File: config.mk
export PLATFORM = sky130hd
export DESIGN_NAME = serial_tx_param
export DESIGN_NICKNAME = d
export VERILOG_FILES = /design/src/rtl/serial_tx_param.sv
export SDC_FILE = /design/constraint.sdc
export NUM_CORES = 1
export LEC_CHECK = 0
export CAP_MARGIN = 20
export CORE_ASPECT_RATIO = 0.5
export CORE_MARGIN = 2
export CORE_UTILIZATION = 33
export CTS_BUF_LIST = sky130_fd_sc_hd__clkbuf_8
export DETAILED_ROUTE_END_ITERATION = 10
export GPL_TIMING_DRIVEN = 0
export MAX_ROUTING_LAYER = met4
export SLEW_MARGIN = 0
export SYNTH_ARGS = -nofsm -noshare
export SYNTH_HDL_FRONTEND = slang
export SYNTH_SLANG_ARGS = --single-unit
File: constraint.sdc
create_clock -name m_clock -period 3.6 [get_ports m_clock]
set_input_delay 0.54 -clock m_clock [delete_from_list [all_inputs] [get_ports m_clock]]
set_output_delay 0.54 -clock m_clock [all_outputs]
set_load 0.02 [all_outputs]
File: src/rtl/serial_tx_param.sv
// rtl/serial_tx_param.sv - parametrised UART transmitter with a one-word holding buffer
// Optional parity bit is compiled in with SERIAL_TX_PARITY_EN.
module serial_tx_param #(
   parameter int DATA_W     = 8,
   parameter int DIV        = 5201,
   parameter int STOP_BITS  = 1,
   parameter int PARITY_ODD = 0
) (
   input  logic              m_clock,
   input  logic              p_reset,
   input  logic [DATA_W-1:0] datain,
   input  logic              launch,
   output logic              ready,
   output logic              busy,
   output logic              TDX,
   output logic              complete
);
   localparam int CNT_W = $clog2(DIV);
   localparam int IDX_W = $clog2(DATA_W);
   localparam logic [CNT_W-1:0] CNT_LAST  = CNT_W'(DIV - 1);
   localparam logic [IDX_W-1:0] IDX_LAST  = IDX_W'(DATA_W - 1);
   localparam logic             STOP_LAST = 1'(STOP_BITS - 1);

`ifdef SERIAL_TX_PARITY_EN
   typedef enum logic [2:0] {S_IDLE, S_START, S_DATA, S_PARITY, S_STOP} state_t;
`else
   typedef enum logic [1:0] {S_IDLE, S_START, S_DATA, S_STOP} state_t;
   logic unused_parity_odd;
   assign unused_parity_odd = (PARITY_ODD != 0);
`endif

   state_t              state_q, state_d;
   logic [CNT_W-1:0]    cnt_q, cnt_d;
   logic [IDX_W-1:0]    idx_q, idx_d;
   logic                stop_q, stop_d;
   logic [DATA_W-1:0]   shift_q, shift_d;
   logic [DATA_W-1:0]   buf_q, buf_d;
   logic                valid_q, valid_d;
   logic                tdx_q, tdx_d;

   logic accept, bit_end, frame_end;
   assign accept    = launch & ~valid_q;
   assign bit_end   = (cnt_q == CNT_LAST);
   assign frame_end = (state_q == S_STOP) && bit_end && (stop_q == STOP_LAST);

   always_ff @(posedge m_clock or posedge p_reset) begin
      if (p_reset) begin
         state_q <= S_IDLE;
         cnt_q   <= '0;
         idx_q   <= '0;
         stop_q  <= 1'b0;
         shift_q <= '0;
         buf_q   <= '0;
         valid_q <= 1'b0;
         tdx_q   <= 1'b1;
      end else begin
         state_q <= state_d;
         cnt_q   <= cnt_d;
         idx_q   <= idx_d;
         stop_q  <= stop_d;
         shift_q <= shift_d;
         buf_q   <= buf_d;
         valid_q <= valid_d;
         tdx_q   <= tdx_d;
      end
   end

   always_comb begin
      state_d = state_q;
      cnt_d   = cnt_q;
      idx_d   = idx_q;
      stop_d  = stop_q;
      shift_d = shift_q;
      buf_d   = buf_q;
      valid_d = valid_q;
      if (state_q != S_IDLE) begin
         cnt_d = bit_end ? '0 : cnt_q + 1'b1;
      end
      // A launch mid-frame is buffered, except on the frame's last cycle with an empty buffer,
      // where it starts the next frame directly.
      if ((state_q != S_IDLE) && accept && !frame_end) begin
         buf_d   = datain;
         valid_d = 1'b1;
      end
      case (state_q)
         S_IDLE: begin
            if (accept) begin
               shift_d = datain;
               state_d = S_START;
               cnt_d   = '0;
            end
         end
         S_START: begin
            if (bit_end) begin
               state_d = S_DATA;
               idx_d   = '0;
            end
         end
         S_DATA: begin
            if (bit_end) begin
               if (idx_q == IDX_LAST) begin
`ifdef SERIAL_TX_PARITY_EN
                  state_d = S_PARITY;
`else
                  state_d = S_STOP;
`endif
                  stop_d  = 1'b0;
               end else begin
                  idx_d = idx_q + 1'b1;
               end
            end
         end
`ifdef SERIAL_TX_PARITY_EN
         S_PARITY: begin
            if (bit_end) begin
               state_d = S_STOP;
               stop_d  = 1'b0;
            end
         end
`endif
         S_STOP: begin
            if (frame_end) begin
               if (valid_q) begin
                  shift_d = buf_q;
                  valid_d = 1'b0;
                  state_d = S_START;
               end else if (accept) begin
                  shift_d = datain;
                  state_d = S_START;
               end else begin
                  state_d = S_IDLE;
               end
            end else if (bit_end) begin
               stop_d = stop_q + 1'b1;
            end
         end
         default: state_d = S_IDLE;
      endcase
   end

   // The line level is computed from the next state so TDX stays registered yet aligned to it.
   always_comb begin
      tdx_d = 1'b1;
      case (state_d)
         S_START:  tdx_d = 1'b0;
         S_DATA:   tdx_d = shift_d[idx_d];
`ifdef SERIAL_TX_PARITY_EN
         S_PARITY: tdx_d = (^shift_d) ^ (PARITY_ODD != 0);
`endif
         default:  tdx_d = 1'b1;
      endcase
      complete = frame_end;
      ready    = ~valid_q;
      busy     = (state_q != S_IDLE);
   end

   assign TDX = tdx_q;

endmodule

==> reports/metrics.yaml <==
cells_and_area:
  fillerInstances: 659
  seqCellArea_um2: 927
  antenna_cells: 0
  final_layout_size_suffix_gt1_share_pct: 11.5
  fin_nets: 296
  syn2layout_area_growth_pct: 16.8
  multi_input_comb_area_mm2: 0.00130
  final_util_pct: 40.4
setup_path:
  arrival_ns: 2.69
  cp-startpoint: "cnt_q[0]"
  critical_path_class: "register to output port"
  worst_setup_path_start_kind: "register"
  critPathRequiredTime_ns: 3.06
  worstReg2RegStart: "cnt_q[0]"
  timing.critical_path.fanout_max: 5
  setup.worst_path.end_class: "output port"
pwr:
  cellLeakagePower_nw: 1.16
  power.share.combinational_pct: 46.1
  p_per_area_mw_per_mm2: 728
  netSwitchingPower_w: 0.000829
  cell_internal_pwr_w: 0.00117
  power.ir.vdd_worst_mv: 0.268
  switching_share_pct: 41.6
  clockPowerShare_pct: 21.6
  pwr-share-seq_pct: 32.3
global_route:
  gr-total-overflow: 0
  via_count_of_the_first_global_routing_pass: 2112
  groute.usage.overall_pct: 17.3
  grt_start_max_net_pins: 38
  initial_antenna_violation_count: 0
  grt_first_pass_wirelength_mm: 10.4
routing:
  dr_total_vias: 2062
  first_iteration_detailed_routing_drc_count: 119
  detail_route.vias_per_cell: 5.57
  postRouteAntennaNets: 0
  wl_per_cell_um: 16.7
  detail_route.first_pass.iterations: 4
  drt-total-wl_mm: 6.18
  drt_drc_violations_left: 0
cts:
  clkLatencyLatePin_ns: 0.30
  post_cts_hold_buffer_count: 0
  total_number_of_h_tree_levels: 2
  clock-sinks: 37
  tritoncts: "done"
  clock_buffer_count_from_cts: 5
  cts.path.max_buffers: 2
  clk_transition_reported_paths_ns: 0.07
  cts.root.buffer_cell: "sky130_fd_sc_hd__clkbuf_8"
  cts.repair.resized: 0
  cts_setup_buffers: 0
sta:
  timing_worst_slew_pin_value_ns: 0.786
  setup-tns-final_ns: 0
  fin_crit_sh_pct: 89.6
  period_minus_slack_ns: 3.23
  slew_headroom_pct: 47.6
  fmax_mhz: 310
  timing_hold_violations_final: 0
  final_report_max_slew_violation_count: 0
  unrepaired_setup_endpoints_after_global_routing: "no"
  final-setup-viol-count: 0
  clock_skew_ns: 0.0157
synth:
  post_synth.cell_area_avg_um2: 9.20
  synthesis.area_mm2: 0.00235
  ys_types: 50
  synth_edf_count: 0
  ys_warn_count: 0
  post_synthesis_sequential_area_ratio_pct: 39.5
  yosys_most_used_dff: "sky130_fd_sc_hd__dfrtp_1"
  post-synth-top-area-cell: "sky130_fd_sc_hd__dfrtp_1"
  yosysMostFrequentCell: "sky130_fd_sc_hd__dfrtp_1"
  syn_nets: 274
  area_contributors_post_synth: "sky130_fd_sc_hd__dfrtp_1 38%, sky130_fd_sc_hd__o21ai_0 5.3%, sky130_fd_sc_hd__nand2_1 5.3%"
  synthesis.instances: 255
  ys_seq_elements: 37
  ys_top_cells_by_count: "36 x sky130_fd_sc_hd__dfrtp_1, 33 x sky130_fd_sc_hd__nand2_1, 25 x sky130_fd_sc_hd__o21ai_0"
  synthDominantCellAreaShare_pct: 38.4
  async_flop_share_pct: 100
outcome:
  status: "finished clean"
place:
  placement.io_buffers: 14
  gp_routability_congestion: 0.829
  dp_hpwl_mm: 4.18
die:
  fp.dieH_um: 63.6
  die_w_um: 123
  core-area_mm2: 0.00678
  floorplan.initialDensity_pct: 34.6
  top_level_i_o_count: 15
  floorplan.die_area_mm2: 0.00784
  rows: 21
job:
  drv.max_cap_violation_count: 0
min_path:
  hold_path_class: "register to register"
  hold_path.startpoint: "cnt_q[12]"
==> layout make-up <==
type | instances | area share (%)
Buffer | 12 | 2.24
Inverter | 16 | 2.19
Tap cell | 92 | 4.20
Clock buffer | 5 | 2.51
Sequential cell | 37 | 33.8
Multi-Input combinational cell | 190 | 47.4
Clock inverter | 3 | 2.37
Timing Repair Buffer | 15 | 5.30
==> power by group through the flow <==
stage / Clock, W / Combinational (W) / Sequential [W]
2_1_floorplan: 0 / 0.000648 / 0.000634
3_3_place_gp: 0 / 0.000878 / 0.000644
3_5_place_dp: 0 / 0.000910 / 0.000649
4_1_cts: 0.000441 / 0.000916 / 0.000642
5_1_grt: 0.000465 / 0.00103 / 0.000664
6_report: 0.000431 / 0.000919 / 0.000644
==> layer usage <==
metal | track usage (%) | part of all wire (%)
met5 | - | 0
met4 | 5.40 | 0.92
met3 | 3.26 | 4.7
met2 | 27.1 | 48
met1 | 22.6 | 47
==> per-stage QoR <==
step                      cells  total power (W)  area [um2]  hold WS, ns  worst slack, ns
after detailed placement    361          0.00156        2600        0.486            0.485
after global placement      361          0.00152        2600        0.482            0.594
final                       370          0.00199        2740        0.502            0.373
after CTS                   369          0.00200        2740        0.501            0.316
after floorplan             255          0.00128        2350        0.442            0.835
after global routing        370          0.00216        2740        0.513            0.167
==> cells in the final DEF (no fill, tap or decap), types with 4 or more instances in the layout <==
master and count:
sky130_fd_sc_hd__a2111oi_0 5, sky130_fd_sc_hd__a21oi_1 5, sky130_fd_sc_hd__a22o_1 6, sky130_fd_sc_hd__a22oi_1 5
sky130_fd_sc_hd__a311o_1 4, sky130_fd_sc_hd__a31oi_1 4, sky130_fd_sc_hd__and3_1 6, sky130_fd_sc_hd__clkbuf_1 7
sky130_fd_sc_hd__clkbuf_8 5, sky130_fd_sc_hd__clkdlybuf4s50_1 14, sky130_fd_sc_hd__dfrtp_1 36, sky130_fd_sc_hd__ha_1 8
sky130_fd_sc_hd__inv_1 14, sky130_fd_sc_hd__mux2_2 10, sky130_fd_sc_hd__mux2i_1 10, sky130_fd_sc_hd__nand2_1 33
sky130_fd_sc_hd__nand3_1 5, sky130_fd_sc_hd__nand4_1 4, sky130_fd_sc_hd__nor2_1 17, sky130_fd_sc_hd__o21ai_0 25
==> cells by family after synthesis <==
group,count (synthesis),synth area share (%)
and+or+nand+nor,84,17.7
AOI/OAI and AO/OA,76,23.5
DFF,37,39.5
buffers and inverters,28,5.17
muxes,20,9.07
adders and majority gates,8,4.27
xor gates and xnor gates,2,0.747
==> final timing paths <==
| kind | cells past startpoint | endpoint | slack, ns |
|---|---|---|---|
| hold / removal | 1 | cnt_q[12] | 0.50 |
| setup / recovery | 5 | complete | 0.37 |
| max in group asynchronous | 2 | idx_q[1] | 2.38 |
| min in group asynchronous | 2 | shift_q[5] | 0.70 |
| hold reg to reg | 1 | cnt_q[12] | 0.50 |
| setup reg to reg | 10 | TDX | 0.54 |
==> critical path: stages, from the launching register on <==
cell                              delay [ns]
sky130_fd_sc_hd__dfrtp_1                0.42
sky130_fd_sc_hd__inv_1                  0.07
sky130_fd_sc_hd__ha_1                   0.16
sky130_fd_sc_hd__or4b_2                 0.64
sky130_fd_sc_hd__nor4_1                 0.44
sky130_fd_sc_hd__clkdlybuf4s50_1        0.68
==> sequential cells by signal, summed over array words and instances, names as in the netlist <==
name and cells:
cnt_q 13, buf_q 8, shift_q 8, idx_q 3
state_q 2, TDX 1, stop_q 1, valid_q 1
Note: power is estimated with default switching activity, not from simulation.
